--- src/rtl/tdm_pkg.sv ---
// rtl/tdm_pkg.sv - shared defaults and slot-width helper for the tdm demux slice
package tdm_pkg;

   localparam int TDM_LANES_DEF = 4;
   localparam int TDM_W_DEF     = 1;
   localparam int ERR_CNT_W     = 8;

   // Slot index width for a lane count; never narrower than one bit.
   function automatic int tdm_selw(input int lanes);
      return (lanes > 1) ? $clog2(lanes) : 1;
   endfunction

endpackage

--- src/rtl/tdm_frame_reg.sv ---
// rtl/tdm_frame_reg.sv - output frame holding register with valid/ready EMPTY/FULL control
module tdm_frame_reg
   import tdm_pkg::*;
#(
   parameter int DW = TDM_LANES_DEF * TDM_W_DEF
) (
   input  logic          clk,
   input  logic          rst,
   input  logic          load,
   input  logic [DW-1:0] load_data,
   input  logic          out_ready,
   output logic          out_valid,
   output logic [DW-1:0] out_data
);

   localparam logic [0:0] EMPTY = 1'b0;
   localparam logic [0:0] FULL  = 1'b1;

   logic [0:0] state;

   assign out_valid = (state == FULL);

   // A load wins over a drain so a frame completing on the drain edge is not lost.
   always_ff @(posedge clk or posedge rst) begin
      if (rst) begin
         state    <= EMPTY;
         out_data <= '0;
      end else if (load) begin
         state    <= FULL;
         out_data <= load_data;
      end else if (out_valid && out_ready) begin
         state    <= EMPTY;
      end
   end

endmodule

--- src/rtl/tdm_demux.sv ---
// rtl/tdm_demux.sv - TDM slot stream to parallel frame demux; optional err_cnt under TDM_DEMUX_ERR_CNT_EN
module tdm_demux
   import tdm_pkg::*;
#(
   parameter int W     = TDM_W_DEF,
   parameter int LANES = TDM_LANES_DEF,
   parameter int SELW  = tdm_selw(LANES)
) (
   input  logic                 clk,
   input  logic                 rst,
   input  logic                 in_valid,
   input  logic [W-1:0]         in_data,
   input  logic                 in_sof,
   output logic                 in_ready,
   output logic [SELW-1:0]      slot,
   output logic                 out_valid,
   output logic [LANES*W-1:0]   out_data,
   input  logic                 out_ready,
   output logic                 err_sync
`ifdef TDM_DEMUX_ERR_CNT_EN
   ,
   output logic [ERR_CNT_W-1:0] err_cnt
`endif
);

   localparam logic [SELW-1:0] LAST = SELW'(LANES - 1);

   logic [LANES*W-1:0] asm_q;
   logic [LANES*W-1:0] frame_next;
   logic               accept;
   logic               resync;
   logic               complete;

   // Only the closing beat can stall: earlier beats land in the assembly lanes, not the output.
   assign in_ready = !((slot == LAST) && out_valid && !out_ready);
   assign accept   = in_valid && in_ready;
   assign resync   = accept && in_sof && (slot != '0);
   assign complete = accept && !resync && (slot == LAST);

   // Completed frame is the assembled lanes with the closing beat spliced into the top lane.
   always_comb begin
      frame_next = asm_q;
      frame_next[(LANES-1)*W +: W] = in_data;
   end

   // Slot counter, assembly lanes and the sync check; a misplaced sof restarts at lane 0.
   always_ff @(posedge clk or posedge rst) begin
      if (rst) begin
         slot     <= '0;
         asm_q    <= '0;
         err_sync <= 1'b0;
      end else begin
         err_sync <= resync;
         if (resync) begin
            asm_q <= {{((LANES-1)*W){1'b0}}, in_data};
            slot  <= SELW'(1);
         end else if (accept) begin
            asm_q[slot*W +: W] <= in_data;
            slot <= (slot == LAST) ? '0 : slot + SELW'(1);
         end
      end
   end

   tdm_frame_reg #(
      .DW (LANES*W)
   ) u_frame_reg (
      .clk       (clk),
      .rst       (rst),
      .load      (complete),
      .load_data (frame_next),
      .out_ready (out_ready),
      .out_valid (out_valid),
      .out_data  (out_data)
   );

`ifdef TDM_DEMUX_ERR_CNT_EN
   // Saturating count of sync errors, stepped by the registered pulse.
   always_ff @(posedge clk or posedge rst) begin
      if (rst) begin
         err_cnt <= '0;
      end else if (err_sync && (err_cnt != '1)) begin
         err_cnt <= err_cnt + ERR_CNT_W'(1);
      end
   end
`endif

endmodule
--- config.mk ---
export PLATFORM = sky130hd
export DESIGN_NAME = tdm_demux
export DESIGN_NICKNAME = d
export VERILOG_FILES = /design/src/rtl/tdm_pkg.sv /design/src/rtl/tdm_frame_reg.sv /design/src/rtl/tdm_demux.sv
export SDC_FILE = /design/constraint.sdc
export NUM_CORES = 1
export LEC_CHECK = 0
export CAP_MARGIN = 10
export CORE_UTILIZATION = 30
export DETAILED_ROUTE_END_ITERATION = 16
export GPL_TIMING_DRIVEN = 0
export PLACE_DENSITY = 0.56
export SYNTH_ARGS = -nofsm -noshare
export SYNTH_HDL_FRONTEND = slang
export SYNTH_HIERARCHICAL = 1
export SYNTH_SLANG_ARGS = --single-unit
--- constraint.sdc ---
create_clock -name clk -period 2.6 [get_ports clk]
set_clock_uncertainty 0.15 [all_clocks]
set_input_delay 0.52 -clock clk [delete_from_list [all_inputs] [get_ports clk]]
set_output_delay 0.52 -clock clk [all_outputs]
set_load 0.02 [all_outputs]
# Word-level counts from Yosys, hierarchy flattened

Cells that the tools add are included.

Flip-flop bits (word level): 12
Input port bits: 6
Word-level logic and storage cells: 32

Shift-type cells: 2
Muxes and demuxes: 8
Eq/ne operators: 1
Reduce and logical (&&, ||, !) cells: 14
Add/subtract/negate cells: 2

Operators with widths:

| kind                                                  | number |
|---|---|
| negation 2 -> 34 bit                                  | 1 |
| variable shift 1 x 34 -> 4 bit (first input constant) | 1 |
| variable part select 1 x 34 -> 4 bit                  | 1 |
| logical AND 1 bit                                     | 8 |
| 2-to-1 mux 4 bit                                      | 2 |
| 2-to-1 mux 2 bit                                      | 3 |
| nonzero test 2 bit                                    | 3 |
| bitwise mux 4 bit                                     | 1 |
| zero test 1 bit                                       | 3 |
| adder 2 x 1 -> 2 bit (second input constant)          | 1 |
| equality test 2 bit (second input constant)           | 1 |
| 2-to-1 mux 1 bit                                      | 2 |

# Depth between registers and ports, before layout

Depth after elaboration: 11
Gate-level depth with buffers: 5
Mapped depth without buffers: 5

# Hierarchy

The synthesis kept the hierarchy.

Modules (own cells, without submodules):

| module        | sequential area each (um2) | area each (um2) | times used | cells an instance |
|---|---|---|---|---|
| tdm_demux     | 150.1                      | 420.4           | 1          | 38 |
| tdm_frame_reg | 125.1                      | 186.4           | 1          | 12 |

# Worst setup path after synthesis

OpenSTA, ideal clock, no wires.

Path kind: register -> register
Start point: register slot[0]
End point: register u_frame_reg.out_data[3]
Setup time: 0.125 ns
Arrival: 1.648 ns
Buffers on the path: 0
Clock period less this slack: 1.923 ns
Slack: 0.677 ns
Data required time: 2.325 ns
Cell stages (with the launch flop): 6
Cell sequence: dfrtp_1 ha_1 nand3b_4 and2_4 and3_2 mux2_2

Word-level cells in the longest chain between the ends: 10
Elaborated cells between the ends (all ways): 11
Classes of those cells: eq/ne (1); reduce/logical (10)

RTL lines:

| item                             | RTL line            | source |
|---|---|---|
| start: declaration               | tdm_demux.sv:15     | `output logic [SELW-1:0] slot,` |
| start signal: assignment         | tdm_demux.sv:59     | `slot <= (slot == LAST) ? '0 : slot + SELW'(1);` |
| equality test 2 bit *            | tdm_demux.sv:35     | `assign in_ready = !((slot == LAST) && out_valid && !out_ready);` |
| logical AND 1 bit * (2 in a row) | tdm_demux.sv:35     |  |
| zero test 1 bit *                | tdm_demux.sv:35     |  |
| via in_ready                     | tdm_demux.sv:14     | `output logic in_ready,` |
| logical AND 1 bit *              | tdm_demux.sv:36     | `assign accept = in_valid && in_ready;` |
| logical AND 1 bit (2 in a row)   | tdm_demux.sv:37     | `assign resync = accept && in_sof && (slot != '0);` |
| zero test 1 bit                  | tdm_demux.sv:38     | `assign complete = accept && !resync && (slot == LAST);` |
| logical AND 1 bit * (2 in a row) | tdm_demux.sv:38     |  |
| via complete                     | tdm_demux.sv:32     | `logic complete;` |
| end signal: assignment           | tdm_frame_reg.sv:30 | `out_data <= load_data;` |
| end: declaration                 | tdm_frame_reg.sv:13 | `output logic [DW-1:0] out_data` |

Mark *: on every way through the listed nets, which the timed path passes. The rest lies on a longest branch.
A chain may end at the register's enable or synchronous reset.

# Worst setup path after layout

Start point: input out_ready
End point: output in_ready

Word-level cells in the longest chain between the ends: 3

RTL lines:

| item               | RTL line        | source |
|---|---|---|
| start: declaration | tdm_demux.sv:18 | `input logic out_ready,` |
| zero test 1 bit    | tdm_demux.sv:35 |  |
| logical AND 1 bit  | tdm_demux.sv:35 |  |
| zero test 1 bit    | tdm_demux.sv:35 |  |
| end: declaration   | tdm_demux.sv:14 |  |

Every way passes these cells.

==> results by group <==
Cells and area
  • Antenna Cells: 0
  • Number of nets in the layout: 80
  • Final std cells w/o fill: 93
  • Proportion of layout cells with a drive suffix above 1: 0.221
  • Area delta synth->final: 32.6%
  • Multi-input logic area: 305 um2
  • Sequential cell area: 275 um2
  • Fillers: 174

Critical path
  • CP Class: in2out
  • Max stage delay cell, worst path: clkdlybuf4s50_1
  • Most used cell, CP: clkdlybuf4s50_1
  • FF-to-FF Start: slot[0]
  • Crit path max fanout: 8
  • Crit-path cells: clkdlybuf4s50_1 > nand3b_4 > clkdlybuf4s50_1
  • CP Launch Type: primary input
  • Data required, critical path: 1930 ps
  • CP arrival: 1790 ps
  • CP endpoint kind: output pin
  • Critical Path Start: out_ready
  • Slowest cell delay on critical path: 610 ps

Place
  • Placer Congestion: 0.784
  • Placed insts: 89
  • Port buffer count: 14
  • Hpwl dp: 874 um

Synth
  • Number of flops mapped to enable cells by yosys: 0
  • Mapped Area: 607 um2
  • Synthesis Warnings: 6
  • Area leader, netlist: dfrtp_1
  • Top cells by count, synth: dfrtp_1 (11), inv_1 (7), ha_1 (5), mux2_2 (5), nand4_1 (3)
  • Synth area leaders: dfrtp_1 (45%), ha_1 (10%), mux2_2 (9.3%)
  • Avg Cell Area, Syn: 12.1 um2
  • Sequential share of the synthesized area: 0.454
  • Syn_nets: 61
  • Cells after Synth: 50
  • Synth top area share: 0.454
  • Register bit total from synthesis: 11
  • Most frequent cell after synthesis: dfrtp_1
  • Prevailing post-synth register cell: dfrtp_1
  • FFs w/ async S/R, synth: 1.00
  • Synth cell types: 21

Timing
  • Tcrit/Tclk final: 0.946
  • F_max: 406 MHz
  • Final hold violation count: 0
  • Max-slew violation count: 0
  • RSZ-0062 raised after global routing: false
  • WHS: 330 ps
  • Worst Max-Slew Pin Slew: 273 ps
  • Final setup fails: 0
  • Setup tns final: 0 ps
  • Max-Slew Margin vs Limit: 0.817
  • Fin crit period: 2460 ps

Routing
  • 1st-pass router iterations: 4
  • Drt total wl: 1.11 mm
  • Routed via count: 437
  • Routed len/inst: 11.9 um
  • Post-DRT Antenna Nets: 0
  • DR vias/cell: 4.70
  • Drt initial violations: 5
  • # DRC: 0

GRT
  • Vias in the first global route: 374
  • Initial antenna violation count: 0
  • Global-route wire length before repair: 1.77 mm
  • GR Util All Layers: 0.122
  • Total congestion overflow: 0
  • Largest net degree at the start of global routing: 9

Clock tree
  • CTS tree: yes
  • Worst-Skew Late Latency: 260 ps
  • Clock sinks: 11
  • Clock-pin slew on the worst setup and hold paths: 70 ps
  • Post-CTS resize count: 0
  • Clk root buf: clkbuf_4
  • Total CTS buffers: 3
  • H-Tree Depth: 1
  • Quantity of hold-fixing buffers added after cts: 0
  • # Post-CTS Setup Buffers: 0
  • Max clock buf depth: 2

Floorplanning
  • Die ar.: 2210 um2
  • IO Count: 15
  • Die Wd: 47.0 um
  • CORE AREA: 1800 um2
  • Initial cell density of the core: 0.337
  • Rows: 15
  • Die Ht: 47.0 um

Run
  • Max_cap viols: 0

Status
  • Status: finished, final reports clean

Pwr
  • Pwr/cell area: 953 nW/um2
  • Peak supply drop: 0.512 mV
  • Tot Pwr: 767 uW
  • Pleak: 0.000401 uW

Min path
  • Worst hold path type: in2async
==> flip-flops by register name, summed over array words and instances, names as in the netlist <==
name / count
asm_q: 3
err_sync: 1
u_frame_reg/out_valid: 1
u_frame_reg/out_data: 4
slot: 2
==> layout by cell type (no fill, tap or decap), drive strengths merged <==
| cell type | count |
|---|---|
| mux2 | 6 |
| dfrtp | 11 |
| mux2i | 1 |
| clkdlybuf4s50 | 14 |
| o211ai | 2 |
| o21ai | 2 |
| nand2b | 1 |
| nand2 | 1 |
| a21o | 1 |
| o2bb2ai | 1 |
| ha | 5 |
| and3 | 2 |
| nand3b | 1 |
| nor4b | 1 |
| a32o | 1 |
| nand3 | 1 |
| and2 | 1 |
| a41o | 1 |
| nor2b | 1 |
| inv | 7 |
| clkbuf | 4 |
| nand4 | 3 |
==> logic make-up after synthesis <==
kind of cell / synth area share
adder cells (fa/ha/maj): 0.103
multiplexers: 0.134
flip-flops: 0.454
AO/OA/AOI/OAI: 0.103
AND/OR/NAND/NOR: 0.163
buffers and inverters: 0.0433
==> report_power, final <==
part	internal [uW]	switching [uW]	total, uW
combinational	192	190	383
sequential	223	45.6	269
clock	59.4	55.5	115
total	475	291	767
==> path summary, 6_finish.rpt <==
check,endpoint,slack [ps],cells past startpoint
setup / recovery,in_ready,140,3
hold / removal,u_frame_reg/out_data[2],330,2
setup reg to reg,u_frame_reg/out_data[3],670,5
hold reg to reg,u_frame_reg/out_data[1],350,1
max in group asynchronous,asm_q[1],1740,2
min in group clk,u_frame_reg/out_data[1],350,1
==> stage by stage <==
step | instance area (um2) | util | setup WS (ps)
global route | 805 | 0.447 | 76.9
CTS | 805 | 0.447 | 133
detailed placement | 778 | 0.432 | 133
floorplan | 607 | - | 677
finish | 805 | 0.447 | 139
global placement | 778 | 0.432 | 138
==> metal layers <==
metal  global-route usage  part of all wire  vias to the layer above  wire length (um)
li1                     -                 -                      219                 -
met1                0.174              0.51                      202               565
met2                0.153              0.43                       14               478
met3               0.0615             0.052                        2                58
met4               0.0514            0.0054                        0                 6
met5                    0                 0                        -                 0
==> final cells by class <==
| class | instances | share of cell area |
|---|---|---|
| flip-flops and latches | 11 | 0.342 |
| clock buffers | 4 | 0.0327 |
| well taps | 25 | 0.0389 |
| repair buffers | 14 | 0.174 |
| multi-input cells | 32 | 0.379 |
| inverters | 7 | 0.0327 |
==> worst max-delay path, delay by kind of cell <==
family,cells,cell delay (ps)
buffers and inverters,2,1090
AND/OR/NAND/NOR,1,180
Power figures use the tool's default switching activity.
